<file path="config.mk">
export PLATFORM = sky130hd
export DESIGN_NAME = carry_chain_seq_ctrl
export DESIGN_NICKNAME = d
export VERILOG_FILES = /design/src/rtl/carry_chain_seq_ctrl.sv
export SDC_FILE = /design/constraint.sdc
export NUM_CORES = 1
export LEC_CHECK = 0
export BUFFER_PORTS_ARGS = -buffer_cell sky130_fd_sc_hd__buf_2
export CAP_MARGIN = 20
export CORE_MARGIN = 4
export CORE_UTILIZATION = 53
export CTS_CLUSTER_DIAMETER = 30
export DETAILED_ROUTE_END_ITERATION = 7
export HOLD_SLACK_MARGIN = 0.08
export PLACE_DENSITY = 0.79
export SYNTH_ARGS = -nofsm -noshare
export SYNTH_HDL_FRONTEND = slang
export SYNTH_SLANG_ARGS = --single-unit
</file>
<file path="constraint.sdc">
create_clock -name clk -period 2.6 [get_ports clk]
set_input_delay 0.13 -clock clk [delete_from_list [all_inputs] [get_ports clk]]
set_output_delay 0.13 -clock clk [all_outputs]
set_load 0.005 [all_outputs]
</file>
<file path="src/rtl/carry_chain_seq_ctrl.sv">
// Sequencer that computes a WIDTH-bit add by driving one external 4-bit carry-chain
// adder a slice per cycle (LSB first), registering the inter-slice carry.
module carry_chain_seq_ctrl #(
  parameter int WIDTH = 16
) (
  input  logic             clk,
  input  logic             rst,
  input  logic             in_valid,
  output logic             in_ready,
  input  logic [WIDTH-1:0] in_a,
  input  logic [WIDTH-1:0] in_b,
  input  logic             in_cin,
  output logic [3:0]       add_a,
  output logic [3:0]       add_b,
  output logic             add_cin,
  input  logic [3:0]       add_sum,
  input  logic             add_cout,
  output logic             out_valid,
  input  logic             out_ready,
  output logic [WIDTH-1:0] out_sum,
  output logic             out_cout,
  output logic [1:0]       dbg_state
);

  localparam int NSLICE = WIDTH / 4;
  localparam int IDXW   = (NSLICE > 1) ? $clog2(NSLICE) : 1;

  // Handshakes: a transfer happens on a rising edge where valid && ready are both high.
  // in_ready is high only in IDLE; out_valid is high only in DONE and out_sum/out_cout
  // stay stable until out_ready is seen.
  typedef enum logic [1:0] {
    IDLE = 2'd0,
    RUN  = 2'd1,
    DONE = 2'd2
  } state_t;

  state_t            state;
  state_t            state_next;
  logic [IDXW-1:0]   idx;
  logic [WIDTH-1:0]  a_reg;
  logic [WIDTH-1:0]  b_reg;
  logic [WIDTH-1:0]  work_reg;
  logic [WIDTH-1:0]  sum_merged;
  logic [WIDTH-1:0]  out_sum_reg;
  logic              out_cout_reg;
  logic              carry_reg;
  logic              accept;
  logic              last_slice;

  assign in_ready   = (state == IDLE) && !rst;
  assign accept     = in_valid && in_ready;
  assign last_slice = (idx == IDXW'(NSLICE - 1));
  assign out_valid  = (state == DONE);
  assign out_sum    = out_sum_reg;
  assign out_cout   = out_cout_reg;
  assign dbg_state  = state;

  always_comb begin
    state_next = state;
    add_a      = 4'd0;
    add_b      = 4'd0;
    add_cin    = 1'b0;
    sum_merged = work_reg;
    case (state)
      IDLE: if (in_valid) state_next = RUN;
      RUN: begin
        add_a   = a_reg[4*idx +: 4];
        add_b   = b_reg[4*idx +: 4];
        add_cin = carry_reg;
        sum_merged[4*idx +: 4] = add_sum;
        if (last_slice) state_next = DONE;
      end
      DONE: if (out_ready) state_next = IDLE;
      default: state_next = IDLE;
    endcase
  end

  // out_sum/out_cout live in their own registers so they stay put while the next
  // operation is being assembled in work_reg.
  always_ff @(posedge clk) begin
    if (rst) begin
      state        <= IDLE;
      idx          <= '0;
      carry_reg    <= 1'b0;
      a_reg        <= '0;
      b_reg        <= '0;
      work_reg     <= '0;
      out_sum_reg  <= '0;
      out_cout_reg <= 1'b0;
    end else begin
      state <= state_next;
      if (accept) begin
        a_reg     <= in_a;
        b_reg     <= in_b;
        carry_reg <= in_cin;
        idx       <= '0;
      end else if (state == RUN) begin
        work_reg  <= sum_merged;
        carry_reg <= add_cout;
        if (last_slice) begin
          out_sum_reg  <= sum_merged;
          out_cout_reg <= add_cout;
        end else begin
          idx <= idx + 1'b1;
        end
      end
    end
  end

endmodule

</file>
==> impl_results.md, run 1 <==
* Outcome: finished clean
* Via count at 2492
* CTS buffer count at 9
* Total of max-cap violations at 0
* Critical path arrival at 1980 ps
* RSZ-0062 raised after global routing: false
* Port Buffer Count at 71
* Rel. slew slack at about 43%
* DRT Pass-1 Iters at 4
* RD Place Congestion at 0.7367
* HP Start: add_sum[3]
* Synth cell types at 39
* CTS tree: yes
* CTS sink cnt at 70
* Tcrit/Tclk final at 81.33%
* Antenna diode count at 0
* Worst vdd ir at 0.4224 mV
* Met2 WL at approximately 3500 um
* First-pass GRT wire length at 11630 um
* Synthesized flop and latch total at 70
* Syn Nets at 318
* Chip height at 83.45 um
* Cell Area, Synth at 3017 um^2
* Fmax at 472.9 MHz
* Synth warn at 0
* Area delta synth->final at 29.03%
* Crit path time final at about 2100 ps
* DR vias/cell at 5.625
* Highest routed layer: met4
* Vias in the first global route at 2488
* Metal3 WL at 450 um
* Clock tree buffer depth at 2
* Avg Inst Size Synth at about 11 um^2
* Clock root cell: clkbuf_8
* Grt ovf at 0
* Width of the chip at 83.45 um
* Post-DRT Antenna Nets at 0
* Largest net degree at the start of global routing at 35
* Reg2reg setup slack at 660 ps
* Post-layout util at 70.69%
* Gr usage total at 20.67%
* Pwr dens at 597.0 nW/um^2
* Clock skew at 8.208 ps
* Nets@finish at 414
* H-tree Lvls at 3
* Fraction of layout cells with a size suffix above 1 at between 30% and 40%
* Setup Viol. Count Final at 0
* Met1 Wirelength at roughly 3000 um
* Wire per inst at roughly 16 um
* Number of DRC markers in iteration 0 at 171
* Clock-pin slew on the worst setup and hold paths at 70 ps
* Crit Reg-Reg Endpoint: work_reg[10]
* Post-synthesis instance total at 270
* DRC violations left at 0
* Placed Instances at about 390
* Worst-Skew Late Latency at 330 ps
* Worst Hold Margin at 158.8 ps
* Register area share after synthesis at 46.45%
* CP startpoint kind: flip-flop
* Non-filler cells, final at 443
* Total wire length at 7008 um
* Endpoints failing hold at 0
* HP Class: input pin to flip-flop
* IO Count at 72
* FF-to-FF path depth at 3
* RR Startpoint: dbg_state[0]
* Number of stages on the worst hold path at 2
* Worst-margin pin slew at 846.8 ps
* PostCTS Resize Cnt at 0
* Die area at around 7000 um^2
* Critical path fanouts, max at 19
* Setup TNS at 0 ps
* Critical Path RT at 2470 ps
* Final HPWL DP at 4365 um
* CTS Hold Bufs at 34
* CP Class: flip-flop to primary output
* Initial antenna violation count at 0
* Hold Path End: work_reg[11]
* Row count at 27
* Core area at 5507 um^2
* Fillers at between 300 and 400
* Crit end category: primary output
* Final Max Slew Viols at 0
* Pleak at 1.722 nW
* Initial cell density of the core at 54.78%
* Post-CTS setup buffer count at 0
placed cells by master (no fill, tap or decap), drive strengths merged, types with 3 or more instances in the layout:
| master | Yosys | routed |
|---|---|---|
| clkinv | 0 | 3 |
| a221oi | 4 | 4 |
| and2 | 11 | 11 |
| mux4 | 8 | 8 |
| a22o | 44 | 44 |
| buf | 23 | 76 |
| a311oi | 12 | 12 |
| a21oi | 7 | 7 |
| and4b | 3 | 3 |
| ha | 6 | 6 |
| clkbuf | 2 | 10 |
| inv | 3 | 3 |
| dfxtp | 70 | 70 |
| dlygate4sd3 | 0 | 34 |
| nor2b | 15 | 15 |
| and3b | 3 | 3 |
| a32oi | 4 | 4 |
| nor2 | 23 | 23 |
| nor3 | 18 | 18 |
per-layer routing:
layer	vias up	track usage (%)
met5	-	0
met3	12	5.853
li1	1208	-
met1	1176	24.44
met4	0	10.38
met2	96	34.26
synth_stat cells:
library cell	instances	area [um^2]
a32oi_1	4	35.03
nand2b_1	2	12.51
a2111oi_0	1	8.760
a21oi_1	6	30.03
nor2_2	1	6.260
mux4_2	8	180.2
inv_1	3	11.26
a22o_1	40	350.3
a221oi_1	4	35.03
nand2_1	2	7.510
nand3b_1	1	7.510
nor2b_2	1	8.760
and3b_1	1	8.760
a311oi_1	12	105.1
clkbuf_1	2	7.510
nor2b_1	14	87.58
a22o_2	4	40.04
xnor2_1	1	8.760
and3_2	1	7.510
nor3b_2	1	12.51
and2_1	11	68.82
and4bb_2	1	12.51
mux2i_1	1	10.01
or3b_1	1	8.760
nor3_2	4	40.04
and4b_4	1	13.76
and3b_4	1	12.51
ha_1	6	75.07
nor2_1	22	82.58
nor3_1	14	70.07
o21ba_2	1	10.01
nand3b_4	1	20.02
buf_6	7	78.83
buf_2	10	50.05
a21oi_4	1	16.27
and4b_1	2	20.02
buf_4	6	45.04
and3b_2	1	10.01
dfxtp_1	70	1401
cell families after synthesis:
family,Yosys count,synth area share [%]
and+or+nand+nor,83,17.17
AOI/OAI and AO/OA,73,20.90
DFF,70,46.45
buffers and inverters,28,6.388
muxes,9,6.304
adders and majority gates,6,2.489
xor gates and xnor gates,1,0.2904
through the flow:
stage                     setup slack [ps]  total power, mW  instance area [um^2]
after floorplan                      659.4            1.305                  3017
after global placement               716.8            1.355                  3311
after CTS                            433.8            2.333                  3865
final                                485.4            2.324                  3892
after detailed placement             639.5            1.360                  3311
after global routing                 324.7            2.417                  3892
critical path, stage by stage, from the launching register on:
cell     delay [ps]
dfxtp_1         610
nor2b_2         670
and2_1          250
buf_2           120
area by class of cell:
type | instances | area [um^2] | share of cell area [%]
tap | 72 | 90.09 | 2.314
clock buffer | 10 | 127.6 | 3.279
inverter | 3 | 11.26 | 0.2893
multi-input combinational | 172 | 1423 | 36.55
sequential | 70 | 1401 | 36.00
clock inverter | 6 | 86.33 | 2.218
timing repair buffer | 110 | 753.2 | 19.35
worst max path at each step:
stage / from / to / slack, ps
after floorplan: idx[1] / out_sum[1] / 660
after global placement: dbg_state[0] / work_reg[8] / 720
after detailed placement: dbg_state[0] / work_reg[10] / 640
after CTS: dbg_state[0] / add_b[0] / 430
after global routing: dbg_state[0] / add_b[1] / 320
final: dbg_state[0] / add_b[1] / 490
where the power goes:
part | leakage, nW | switching [mW] | internal (mW)
clock network | 0.106 | 0.398 | 0.539
logic | 1.05 | 0.114 | 0.135
registers | 0.570 | 0.0277 | 1.11
total | 1.72 | 0.540 | 1.78
Power figures use the tool's default switching activity.
==> inputs of run 2 (changes only) <==
- CORE_UTILIZATION: 53 -> 48
- PLACE_DENSITY: 0.79 -> 0.76
- clock period: 2.6 -> 1.8 ns (I/O delays scaled with it)
==> run 2 against run 1 <==
Against the previous run: flip-flop and latch count stayed put; core utilization is 5.0 points lower; first-iteration DRC count is 38% lower; routed wire length is 0.90% higher; die area is 9.4% higher; final area is 1.6% higher; register-to-register slack worse by 560 ps.
==> impl_results.md, run 2 (synthesis gave the netlist of run 1 again) <==
* Vias in the first global route at 2550 (+2.5%)
* Core area at 6026 um^2 (+9.4%)
* Width of the chip at 87.28 um (+4.6%)
* Met2 usage at 31.85% (-2.4 points)
* Nets@finish at 423 (+2.2%)
* Chip height at 87.28 um (+4.6%)
* Antenna diode count at 0 (unchanged)
* Row count at 28 (+3.7%)
* Most frequent cells in the layout: 71 x buf_2, 68 x dfxtp_1, 40 x a22o_1
* CP max stage delay at 500 ps (-170 ps)
* Pwr dens at 798.5 nW/um^2 (+34%)
* Internal power at 2.330 mW (+31%)
* DRC violations left at 0 (unchanged)
* Tcrit/Tclk final at 96.82%
* Outcome: finished clean
* M1 GR Usage at 25.01% (+0.58 points)
* GRT busiest layer: met2
* Setup Viol. Count Final at 0 (unchanged)
* Final Max Slew Viols at 0 (unchanged)
* Wire per inst at 15.54 um (-1.8%)
* Fmax at about 570 MHz
* Fillers at 464 (+17%)
* CP Class: flip-flop to primary output
* Clock root cell: clkbuf_8
* Initial antenna violation count at 0 (unchanged)
* Clock tree buffer depth at 2 (unchanged)
* Reg power frac at 51.9% (+2.9 points)
* Top delay family on crit path: multiplexers
* Crit path time final at 1743 ps
* Total wire length at 7071 um (+0.90%)
* Setup TNS at 0 ps (unchanged)
* Clock skew at 10.21 ps (+2.006 ps)
* Placed Instances at 403 (+2.8%)
* HP Start: add_sum[3]
* Most common cell after layout, fill and taps aside: buf_2
* Gr usage total at 19.89% (-0.78 points)
* Worst-margin pin slew at 322.0 ps (-524.8 ps)
* Initial cell density of the core at 50.06% (-4.7 points)
* CTS sink cnt at 70 (unchanged)
* Crit path from: idx[0]
* Clk pwr share at 36.0% (-4.3 points)
* Clock-pin slew on the worst setup and hold paths at 80 ps (about the same)
* Critical path arrival at 1650 ps (-330 ps)
* Final HPWL DP at 4599 um (+5.4%)
* Largest net degree at the start of global routing at 35 (unchanged)
* RR Startpoint: idx[0]
* Critical Path RT at 1710 ps (-760 ps)
* Pleak at 1.764 nW (+2.4%)
* Crit-path cells: buf_8 -> mux4_2 -> and2_4 -> buf_2
* Worst-Skew Late Latency at 350 ps (+20 ps)
* Buf/Inv on CP at 2 (+1)
* Grt ovf at 0 (unchanged)
* Number of DRC markers in iteration 0 at 106 (-38%)
* CP startpoint kind: flip-flop
* CTS buffer count at 9 (unchanged)
* Critical path fanouts, max at 6 (-13)
* Endpoints failing hold at 0 (unchanged)
* IO Count at 72 (unchanged)
* H-tree Lvls at 3 (unchanged)
* Non-filler cells, final at 455 (+2.7%)
* Net Sw Power at 0.8293 mW (+54%)
* Rel. slew slack at 77.98% (+35 points)
* HP Class: input pin to flip-flop
* Crit end category: primary output
* DR vias/cell at 5.444 (-3.2%)
* Fraction of layout cells with a size suffix above 1 at 35.53% (+3.7 points)
* Met3 Use GR at 4.730% (-1.1 points)
* CTS tree: yes
* Die area at 7617 um^2 (+9.4%)
* Slowest CP cell: mux4_2
* Port Buffer Count at 71 (unchanged)
* Total of max-cap violations at 0 (unchanged)
* Post-DRT Antenna Nets at 0 (unchanged)
* Comb pwr share at 12.2% (+1.5 points)
* Sw frac at 26.25% (+3.0 points)
* Worst vdd ir at 0.4687 mV (+11%)
* RSZ-0062 raised after global routing: false
* First-pass GRT wire length at 11860 um (+2.0%)
* Area delta synth->final at 31.15%
* DRT Pass-1 Iters at 4 (unchanged)
* Via count at 2477 (-0.60%)
* RD Place Congestion at 0.7984 (+8.4%)
[run 2: worst register-to-register path: stages (launching register included)]
cell	delay, ps
dfxtp_4	390
inv_1	100
ha_1	370
and3_2	230
and4b_1	250
a22o_1	250
[run 2: cell type report]
type / instances / area [um^2] / area share [%]
Multi-Input combinational cell: 172 / 1444 / 36.50
Inverter: 3 / 11.26 / 0.2846
Tap cell: 75 / 93.84 / 2.372
Timing Repair Buffer: 119 / 820.8 / 20.75
Sequential cell: 70 / 1406 / 35.55
Clock inverter: 7 / 56.30 / 1.423
Clock buffer: 9 / 123.9 / 3.131
[run 2: per-layer routing]
layer | wire (um) | share of wire, % | vias to the layer above
met5 | 0 | 0 | -
met4 | 180 | 2.5 | 0
met3 | 355 | 5.0 | 17
met2 | 3366 | 48 | 66
met1 | 3168 | 45 | 1166
li1 | - | - | 1228
[run 2: timing repair]
action | 4_1_cts | 5_1_grt
setup endpoints to repair | 6 | 10
buffers inserted | 2 | 0
hold buffers | 34 | 0
hold endpoints to repair | 34 | 0
pin swaps | 0 | 3
gates resized for setup | 3 | 7
[run 2: power groups by stage]
stage          logic (mW)  clock network (mW)  registers [mW]
5_1_grt             0.421                1.22            1.64
4_1_cts             0.376                1.16            1.64
2_1_floorplan       0.223                   0            1.66
6_report            0.385                1.14            1.64
3_3_place_gp        0.307                   0            1.67
3_5_place_dp        0.313                   0            1.67
[run 2: path summary, 6_finish.rpt]
kind	to	slack [ps]	cells after the start
worst max register to register	work_reg[5]	100	5
worst min-delay path	work_reg[11]	90	2
worst min register to register	out_cout	460	2
worst max-delay path	add_a[2]	60	4
[run 2: per-stage QoR]
stage / power [mW] / instance area [um^2] / setup slack (ps) / hold slack [ps] / utilization (%)
global route: 3.285 / 3956 / 0.3491 / 99.53 / 65.66
finish: 3.159 / 3956 / 57.28 / 86.61 / 65.66
CTS: 3.170 / 3934 / 17.23 / 96.79 / 65.28
detailed placement: 1.985 / 3388 / 92.61 / 302.2 / 56.23
global placement: 1.979 / 3388 / 146.5 / 298.3 / 56.23
floorplan: 1.886 / 3019 / 12.38 / 202.9 / -
